--- src/rtl/switch_out_queue_pkg.sv ---
// Shared constants and width helpers for the switch output queue.
package switch_pkg;

    localparam int SW_DATA_W    = 8;
    localparam int SW_DEPTH     = 4;
    localparam int SW_NUM_PORTS = 4;

    // Occupancy must be able to represent every value from 0 up to and including DEPTH.
    function automatic int count_w(input int depth);
        return $clog2(depth + 1);
    endfunction

    typedef logic [$clog2(SW_DEPTH + 1)-1:0] count_t;

endpackage

--- src/rtl/switch_out_queue_port_fifo.sv ---
// Single-port synchronous FIFO holding the queued words for one output port.
module port_fifo
    import switch_pkg::*;
#(
    parameter int DATA_W = SW_DATA_W,
    parameter int DEPTH  = SW_DEPTH
) (
    input  logic                        clk,
    input  logic                        rst_n,
    input  logic                        i_push,
    input  logic                        i_pop,
    input  logic [DATA_W-1:0]           i_din,
    output logic [DATA_W-1:0]           o_dout,
    output logic [count_w(DEPTH)-1:0]   o_count,
    output logic                        o_full,
    output logic                        o_empty,
    output logic                        o_err
);

    localparam int CW = count_w(DEPTH);
    localparam int PW = $clog2(DEPTH);

    logic [DATA_W-1:0] r_mem [DEPTH];
    logic [PW-1:0]     r_wrPtr;
    logic [PW-1:0]     r_rdPtr;
    logic [CW-1:0]     r_count;
    logic              r_err;

    logic              w_doPush;
    logic              w_doPop;

    // Full and empty come from the occupancy counter, so the pointers may wrap freely.
    assign o_empty  = (r_count == '0);
    assign o_full   = (r_count == CW'(DEPTH));
    assign w_doPush = i_push && !o_full;
    assign w_doPop  = i_pop && !o_empty;

    assign o_dout   = r_mem[r_rdPtr];
    assign o_count  = r_count;
    assign o_err    = r_err;

    // Storage, pointers, occupancy and the sticky empty-read flag; reset wipes everything.
    always_ff @(posedge clk or negedge rst_n) begin
        if (!rst_n) begin
            for (int i = 0; i < DEPTH; i++) begin
                r_mem[i] <= '0;
            end
            r_wrPtr <= '0;
            r_rdPtr <= '0;
            r_count <= '0;
            r_err   <= 1'b0;
        end else begin
            if (w_doPush) begin
                r_mem[r_wrPtr] <= i_din;
                r_wrPtr        <= r_wrPtr + PW'(1);
            end
            if (w_doPop) begin
                r_rdPtr <= r_rdPtr + PW'(1);
            end
            case ({w_doPush, w_doPop})
                2'b10:   r_count <= r_count + CW'(1);
                2'b01:   r_count <= r_count - CW'(1);
                default: r_count <= r_count;
            endcase
            if (i_pop && o_empty) begin
                r_err <= 1'b1;
            end
        end
    end

endmodule

--- src/rtl/switch_out_queue.sv ---
// Output stage of the switch: one FIFO per port, multicast all-or-nothing writes.
module switch_out_queue
    import switch_pkg::*;
#(
    parameter int DATA_W    = SW_DATA_W,
    parameter int DEPTH     = SW_DEPTH,
    parameter int NUM_PORTS = SW_NUM_PORTS
) (
    input  logic                                  clk,
    input  logic                                  rst_n,
    input  logic                                  in_valid,
    input  logic [DATA_W-1:0]                     in_data,
    input  logic [NUM_PORTS-1:0]                  in_dest,
    output logic                                  in_ready,
    output logic [NUM_PORTS*DATA_W-1:0]           port_out,
    output logic [NUM_PORTS-1:0]                  port_ready,
    input  logic [NUM_PORTS-1:0]                  port_read,
    output logic [NUM_PORTS*count_w(DEPTH)-1:0]   port_count,
    output logic [NUM_PORTS-1:0]                  port_err
);

    localparam int CW = count_w(DEPTH);

    logic [NUM_PORTS-1:0] w_full;
    logic [NUM_PORTS-1:0] w_empty;
    logic [NUM_PORTS-1:0] w_push;

    // A word is refused if any selected port is full; an empty mask is simply consumed.
    // Only registered fullness feeds this, so a same-cycle pop never frees the slot early.
    assign in_ready   = &(~(in_dest & w_full));
    assign w_push     = {NUM_PORTS{in_valid && in_ready}} & in_dest;
    assign port_ready = ~w_empty;

    for (genvar gi = 0; gi < NUM_PORTS; gi++) begin : g_port
        port_fifo #(
            .DATA_W (DATA_W),
            .DEPTH  (DEPTH)
        ) u_fifo (
            .clk     (clk),
            .rst_n   (rst_n),
            .i_push  (w_push[gi]),
            .i_pop   (port_read[gi]),
            .i_din   (in_data),
            .o_dout  (port_out[gi*DATA_W +: DATA_W]),
            .o_count (port_count[gi*CW +: CW]),
            .o_full  (w_full[gi]),
            .o_empty (w_empty[gi]),
            .o_err   (port_err[gi])
        );
    end

endmodule
--- config.mk ---
export PLATFORM = sky130hd
export DESIGN_NAME = switch_out_queue
export DESIGN_NICKNAME = d
export VERILOG_FILES = /design/src/rtl/switch_out_queue_pkg.sv /design/src/rtl/switch_out_queue_port_fifo.sv /design/src/rtl/switch_out_queue.sv
export SDC_FILE = /design/constraint.sdc
export NUM_CORES = 1
export LEC_CHECK = 0
export ABC_AREA = 0
export CORE_MARGIN = 2
export CORE_UTILIZATION = 52
export CTS_CLUSTER_DIAMETER = 40
export CTS_CLUSTER_SIZE = 10
export DETAILED_ROUTE_END_ITERATION = 8
export PLACE_DENSITY = 0.74
export SETUP_SLACK_MARGIN = 0.15
export SYNTH_ARGS = -nofsm -noshare
export SYNTH_HDL_FRONTEND = slang
export SYNTH_SLANG_ARGS = --single-unit
--- constraint.sdc ---
create_clock -name clk -period 2.5 [get_ports clk]
set_input_delay 0.25 -clock clk [delete_from_list [all_inputs] [get_ports clk]]
set_output_delay 0.25 -clock clk [all_outputs]
set_load 0.02 [all_outputs]
Word level (Yosys, flattened, before mapping) --
Cells that the tools add are included.
Cells by class: add/sub/neg operators 16, order comparisons 12, eq/ne operators 12, mux-type cells 28, bitwise logic cells 12, reductions and logical operators 34
Operators with widths (count):
- 32-bit bitwise mux | 4
- 8-bit two-way mux | 12
- 8-bit binary-select mux with 2-bit select | 4
- 8-bit demux with 2-bit select | 4
- 3-bit >= comparator, second input constant | 8
- 2-bit NOT with 3-bit output | 8
- 3-bit case mux with 2 select lines | 4
- 1-bit logical AND | 17
- 2-bit by 1-bit adder with 2-bit output, second input constant | 8
- 3-bit by 1-bit adder with 3-bit output, second input constant | 4
- 3-bit equality test, second input constant | 4
- 3-bit logical NOT | 4
- 3-bit by 1-bit < comparator with 1-bit output, second input constant | 4
- 3-bit by 1-bit subtractor with 3-bit output, second input constant | 4
- 4-bit bitwise AND | 2
- 2-bit by 1-bit equality test with 1-bit output, second input constant | 4
- 2-bit equality test, second input constant | 4
- 1-bit logical NOT | 8
- 4-bit NOT | 2
- 2-bit nonzero test | 4
- 4-bit AND reduction | 1
Storage, ports and cells: register bits after elaboration 160, input bits 19, output and inout bits 53, logic and storage cells 146

Logic depth before layout (Yosys ltp) --
word-level depth 9, depth in mapped cells 12, mapped depth without buffers 10

Hierarchy --
A second synthesis with hierarchy kept.
Unflattened totals: cells, all modules 479, area, all modules 7368.3 µm²
By module, submodules not included:
- port_fifo | instances 4, cells each 116, area each 1816.7 µm², sequential area each 1001.0 µm²
- switch_out_queue | instances 1, cells each 15, area each 101.3 µm², sequential area each 0.0 µm²

Worst setup path before layout --
Ideal clock, no wire load.
path kind register to register, start register g_port[2].u_fifo.r_count[0], end register g_port[3].u_fifo.r_count[2], setup time 0.132 ns, data arrival time 2.356 ns, data required time 2.368 ns, setup slack 0.012 ns, cell stages (with the launch flop) 12, buffers on the path 1, period minus slack after synthesis 2.488 ns, cells stage by stage dfrtp_1 and4bb_4 or4_4 buf_6 nor2_2 inv_1 ha_1 inv_1 fa_1 xor2_1 nor2_1 xor2_1
Between the ends: cells in the longest elaborated chain, start to end 9, elaborated cells on any way between the ends 11, classes of those cells eq/ne (3); mux (1); bitwise (3); reduce/logical (4)
RTL lines:
- from (decl) | RTL line switch_out_queue_port_fifo.sv:26 | logic [CW-1:0] r_count;
- from (signal assigned) | RTL line switch_out_queue_port_fifo.sv:61 | 2'b10: r_count <= r_count + CW'(1);
- from (signal assigned) | RTL line switch_out_queue_port_fifo.sv:62 | 2'b01: r_count <= r_count - CW'(1);
- from (signal assigned) | RTL line switch_out_queue_port_fifo.sv:63 | default: r_count <= r_count;
- 3-bit equality test * | RTL line switch_out_queue_port_fifo.sv:34 | assign o_full = (r_count == CW'(DEPTH));
- 4-bit bitwise AND * | RTL line switch_out_queue.sv:30 | assign in_ready = &(~(in_dest & w_full));
- 4-bit NOT * | RTL line switch_out_queue.sv:30
- 4-bit AND reduction * | RTL line switch_out_queue.sv:30
- 1-bit logical AND * | RTL line switch_out_queue.sv:31 | assign w_push = {NUM_PORTS{in_valid && in_ready}} & in_dest;
- 4-bit bitwise AND * | RTL line switch_out_queue.sv:31
- 1-bit logical AND * | RTL line switch_out_queue_port_fifo.sv:35 | assign w_doPush = i_push && !o_full;
- 2-bit by 1-bit equality test with 1-bit output or 2-bit equality test (tied branches) | RTL line switch_out_queue_port_fifo.sv:60 | case ({w_doPush, w_doPop})
- 3-bit case mux with 2 select lines or 2-bit nonzero test (tied branches)
- to (signal assigned) | RTL line switch_out_queue_port_fifo.sv:61
- to (signal assigned) | RTL line switch_out_queue_port_fifo.sv:62
- to (signal assigned) | RTL line switch_out_queue_port_fifo.sv:63
- to (decl) | RTL line switch_out_queue_port_fifo.sv:26
Every way passes the cells marked *; elsewhere a longest branch is shown, timed or not. A chain may end at the register's enable or synchronous reset.

Worst setup path after layout --
start register g_port[0].u_fifo.r_rdPtr[1], end output port_out[6]
Between the ends: cells in the longest elaborated chain, start to end 4
RTL lines:
- from (decl) | RTL line switch_out_queue_port_fifo.sv:25 | logic [PW-1:0] r_rdPtr;
- from (signal assigned) | RTL line switch_out_queue_port_fifo.sv:58 | r_rdPtr <= r_rdPtr + PW'(1);
- 2-bit NOT with 3-bit output (not written as such) | RTL line switch_out_queue_port_fifo.sv:38 | assign o_dout = r_mem[r_rdPtr];
- 8-bit binary-select mux with 2-bit select | RTL line switch_out_queue_port_fifo.sv:38
- 8-bit two-way mux (not written as such) (2 in a row) | RTL line switch_out_queue_port_fifo.sv:38
- to (decl) | RTL line switch_out_queue.sv:15 | output logic [NUM_PORTS*DATA_W-1:0] port_out,
No other way between the ends. The select of a mux whose other input is x is not followed.

==> results.py <==
metrics = {
    "place": {
        "dpl-instance-area_um2": 8725,
        "place_hpwl_um": 10440,
        "gp_congestion": 0.7829,
        "io_buffer_count": 71,
    },
    "route": {
        "via_per_inst": 5.583,
        "initialDrtViolationCount": 202,
        "firstDrtPassIters": 4,
        "via_count": 4444,
        "ant_nets": 0,
        "routed_wl_um": 15680,
        "wl_per_cell_um": 19.70,
        "drc": 0,
    },
    "yosys": {
        "ys_seq_elements": 160,
        "yosysSeqAreaShare_pct": 52.91,
        "yosysWarnings": 0,
        "synthCells": 489,
        "synth_nets": 532,
        "synth_edf_count": 0,
        "syn_avg_cell_area_um2": 15.47,
        "synth.distinct_cells": 37,
        "syn-cell-area_um2": 7567,
        "async_flop_share_pct": 100.0,
        "yosys_most_used_dff": "dfrtp_1",
    },
    "sta": {
        "period_needed_ns": 2.272,
        "maxSlewViolCount": 0,
        "rsz0062_at_grt": "true",
        "slew_headroom_pct": 49.00,
        "worst_slew_pin_slew_ns": 0.7625,
        "fmax_mhz": 440.2,
        "hold_viol": 0,
        "setup_viol": 0,
        "finalCritPeriodShare_pct": 90.87,
        "clock_skew_ns": 0.008970,
    },
    "critical_path": {
        "reg2reg_from": "g_port[1].u_fifo.o_count[1]",
        "cp-startpoint": "g_port[0].u_fifo.r_rdPtr[1]",
        "cp_max_fo": 9,
        "arrival_ns": 2.02,
        "setup.worst_path.end": "port_out[6]",
        "worst_path_max_delay_cell": "dfrtp_1",
        "ff2ff_path_depth": 11,
        "path_cells": "mux4_2 > clkdlybuf4s50_1",
        "critPathMaxStageDelay_ns": 0.62,
        "crit_required_ns": 2.25,
        "path_class": "reg2out",
        "endpoint_kind": "primary output",
        "reg2reg_to": "g_port[0].u_fifo.o_count[2]",
        "rrSetupSlack_ns": 0.23,
        "startpoint_type": "flop",
    },
    "cts": {
        "clk_pin_slew_ns": 0.06,
        "h-tree-depth": 4,
        "clkSinkCount": 160,
        "root_buffer": "clkbuf_16",
        "clockBufferDepth": 2,
        "cts_buffers": 17,
        "cts_tree": "yes",
        "clk_latency_ns": 0.43,
    },
    "cells_and_area": {
        "layout-drive-gt1-share_pct": 45.26,
        "fin_area_um2": 9382,
        "diodes": 0,
        "synthToLayoutAreaGrowth_pct": 23.97,
        "most-common-layout-cells": "dfrtp_1 (147), mux2_2 (119), clkdlybuf4s50_1 (40)",
        "final_common_cell": "dfrtp_1",
        "fin_nets": 642,
        "fin_util_pct": 65.29,
    },
    "hold_path": {
        "worstHoldPathType": "in2async",
    },
    "power_and_ir_drop": {
        "peakVddDrop_mv": 0.7818,
        "p_leak_nw": 4.166,
        "powerDensity_nw_per_um2": 1453,
    },
    "flow_run": {
        "drv_cap": 0,
    },
    "die": {
        "pin_count": 72,
        "start_util_pct": 52.66,
        "coreArea_um2": 14370,
        "die-area_um2": 15530,
        "fp.dieW_um": 124.6,
        "rows": 44,
        "die_h_um": 124.6,
    },
    "global_routing": {
        "grt_max_degree": 74,
        "grt_pass1_vias": 4882,
        "grt_use_total_pct": 21.83,
        "antenna_found_initial": 0,
        "grt-ovfl-total": 0,
        "grt_pass1_wl_um": 25990,
    },
    "status": {
        "run_status": "finished, final reports clean",
    },
}
worst max-delay path: cells and delay by family, from the launching register on:
kind / cells / cell delay, ns
flops: 1 / 0.62
buf+inv: 1 / 0.58
mux: 1 / 0.39
how the worst min path moves through the flow:
| stage | from | end | slack, ns | cells after the start |
|---|---|---|---|---|
| 6_report | rst_n | g_port[0].u_fifo.r_mem[4] | 0.35 | 2 |
| 5_1_grt | rst_n | g_port[0].u_fifo.r_mem[11] | 0.37 | 2 |
| 4_1_cts | rst_n | g_port[0].u_fifo.r_mem[27] | 0.35 | 2 |
| 3_5_place_dp | rst_n | g_port[0].u_fifo.r_mem[28] | 0.24 | 1 |
| 3_3_place_gp | rst_n | g_port[0].u_fifo.r_mem[28] | 0.23 | 1 |
| 2_1_floorplan | rst_n | g_port[0].u_fifo.o_count[0] | -0.05 | 0 |
registers in the layout, summed over array words and instances, names as in the netlist:
| register | flops |
|---|---|
| g_port.u_fifo.r_mem | 128 |
| g_port.u_fifo.o_count | 12 |
| g_port.u_fifo.r_rdPtr | 8 |
| g_port.u_fifo.r_wrPtr | 8 |
| g_port.u_fifo.o_err | 4 |
per-layer routing:
metal | vias up | GRT usage, % | wire (µm)
li1 | 1979 | - | -
met1 | 2359 | 28.71 | 6795
met2 | 83 | 36.16 | 8050
met3 | 23 | 4.940 | 597
met4 | 0 | 7.270 | 238
met5 | - | 0 | 0
cell usage after synthesis, types with 5 or more instances:
master	instances	area (µm²)
mux2_4	8	120.1
xnor2_1	12	105.1
ha_1	20	250.2
xor2_1	12	105.1
clkbuf_1	12	45.04
inv_1	29	108.9
nand3_1	5	25.02
mux2_2	119	1340
and2_1	5	31.28
dfrtp_1	160	4004
nand4_2	8	100.1
mux4_2	32	720.7
nand2_1	7	26.28
area by class of cell:
| cell class | count | area (µm²) |
|---|---|---|
| clock buffers | 19 | 442.9 |
| clock inverters | 13 | 163.9 |
| fillers | 1057 | 4987 |
| inverters | 29 | 108.9 |
| multi-input cells | 276 | 3363 |
| flip-flops and latches | 160 | 4020 |
| well taps | 184 | 230.2 |
| repair buffers | 115 | 1052 |
repair_timing:
action / 4_1_cts / 5_1_grt
hold buffers: 1 / 0
pin swaps: 0 / 7
gates resized for setup: 30 / 7
endpoints found under the hold margin: 52 / 0
endpoints found under the setup margin: 30 / 9
buffers inserted: 1 / 7
report_power, final:
part / internal (W) / leakage, nW / total [W] / switching (W)
combinational: 0.00336 / 1.98 / 0.00620 / 0.00284
clock: 0.00159 / 0.281 / 0.00265 / 0.00105
sequential: 0.00392 / 1.91 / 0.00478 / 0.000861
kinds of logic after synthesis:
logic type      Yosys count  synth area share, %
compound gates           10               0.9258
xor+xnor                 24                2.778
fa+ha+maj                24                4.365
buf+inv                  53                3.141
flops                   160                52.91
mux                     165                29.68
simple gates             53                6.200
per-stage QoR:
stage,worst slack (ns),std cells,TNS (ns),hold slack (ns),power [W]
floorplan,0.1224,489,0,-0.04559,0.008880
global placement,-0.05021,755,-0.1331,0.2341,0.01101
detailed placement,-0.1030,755,-0.3991,0.2371,0.01127
CTS,0.1512,789,0,0.3483,0.01369
global route,0.07966,796,0,0.3744,0.01446
finish,0.2283,796,0,0.3450,0.01363
Power figures use the tool's default switching activity.
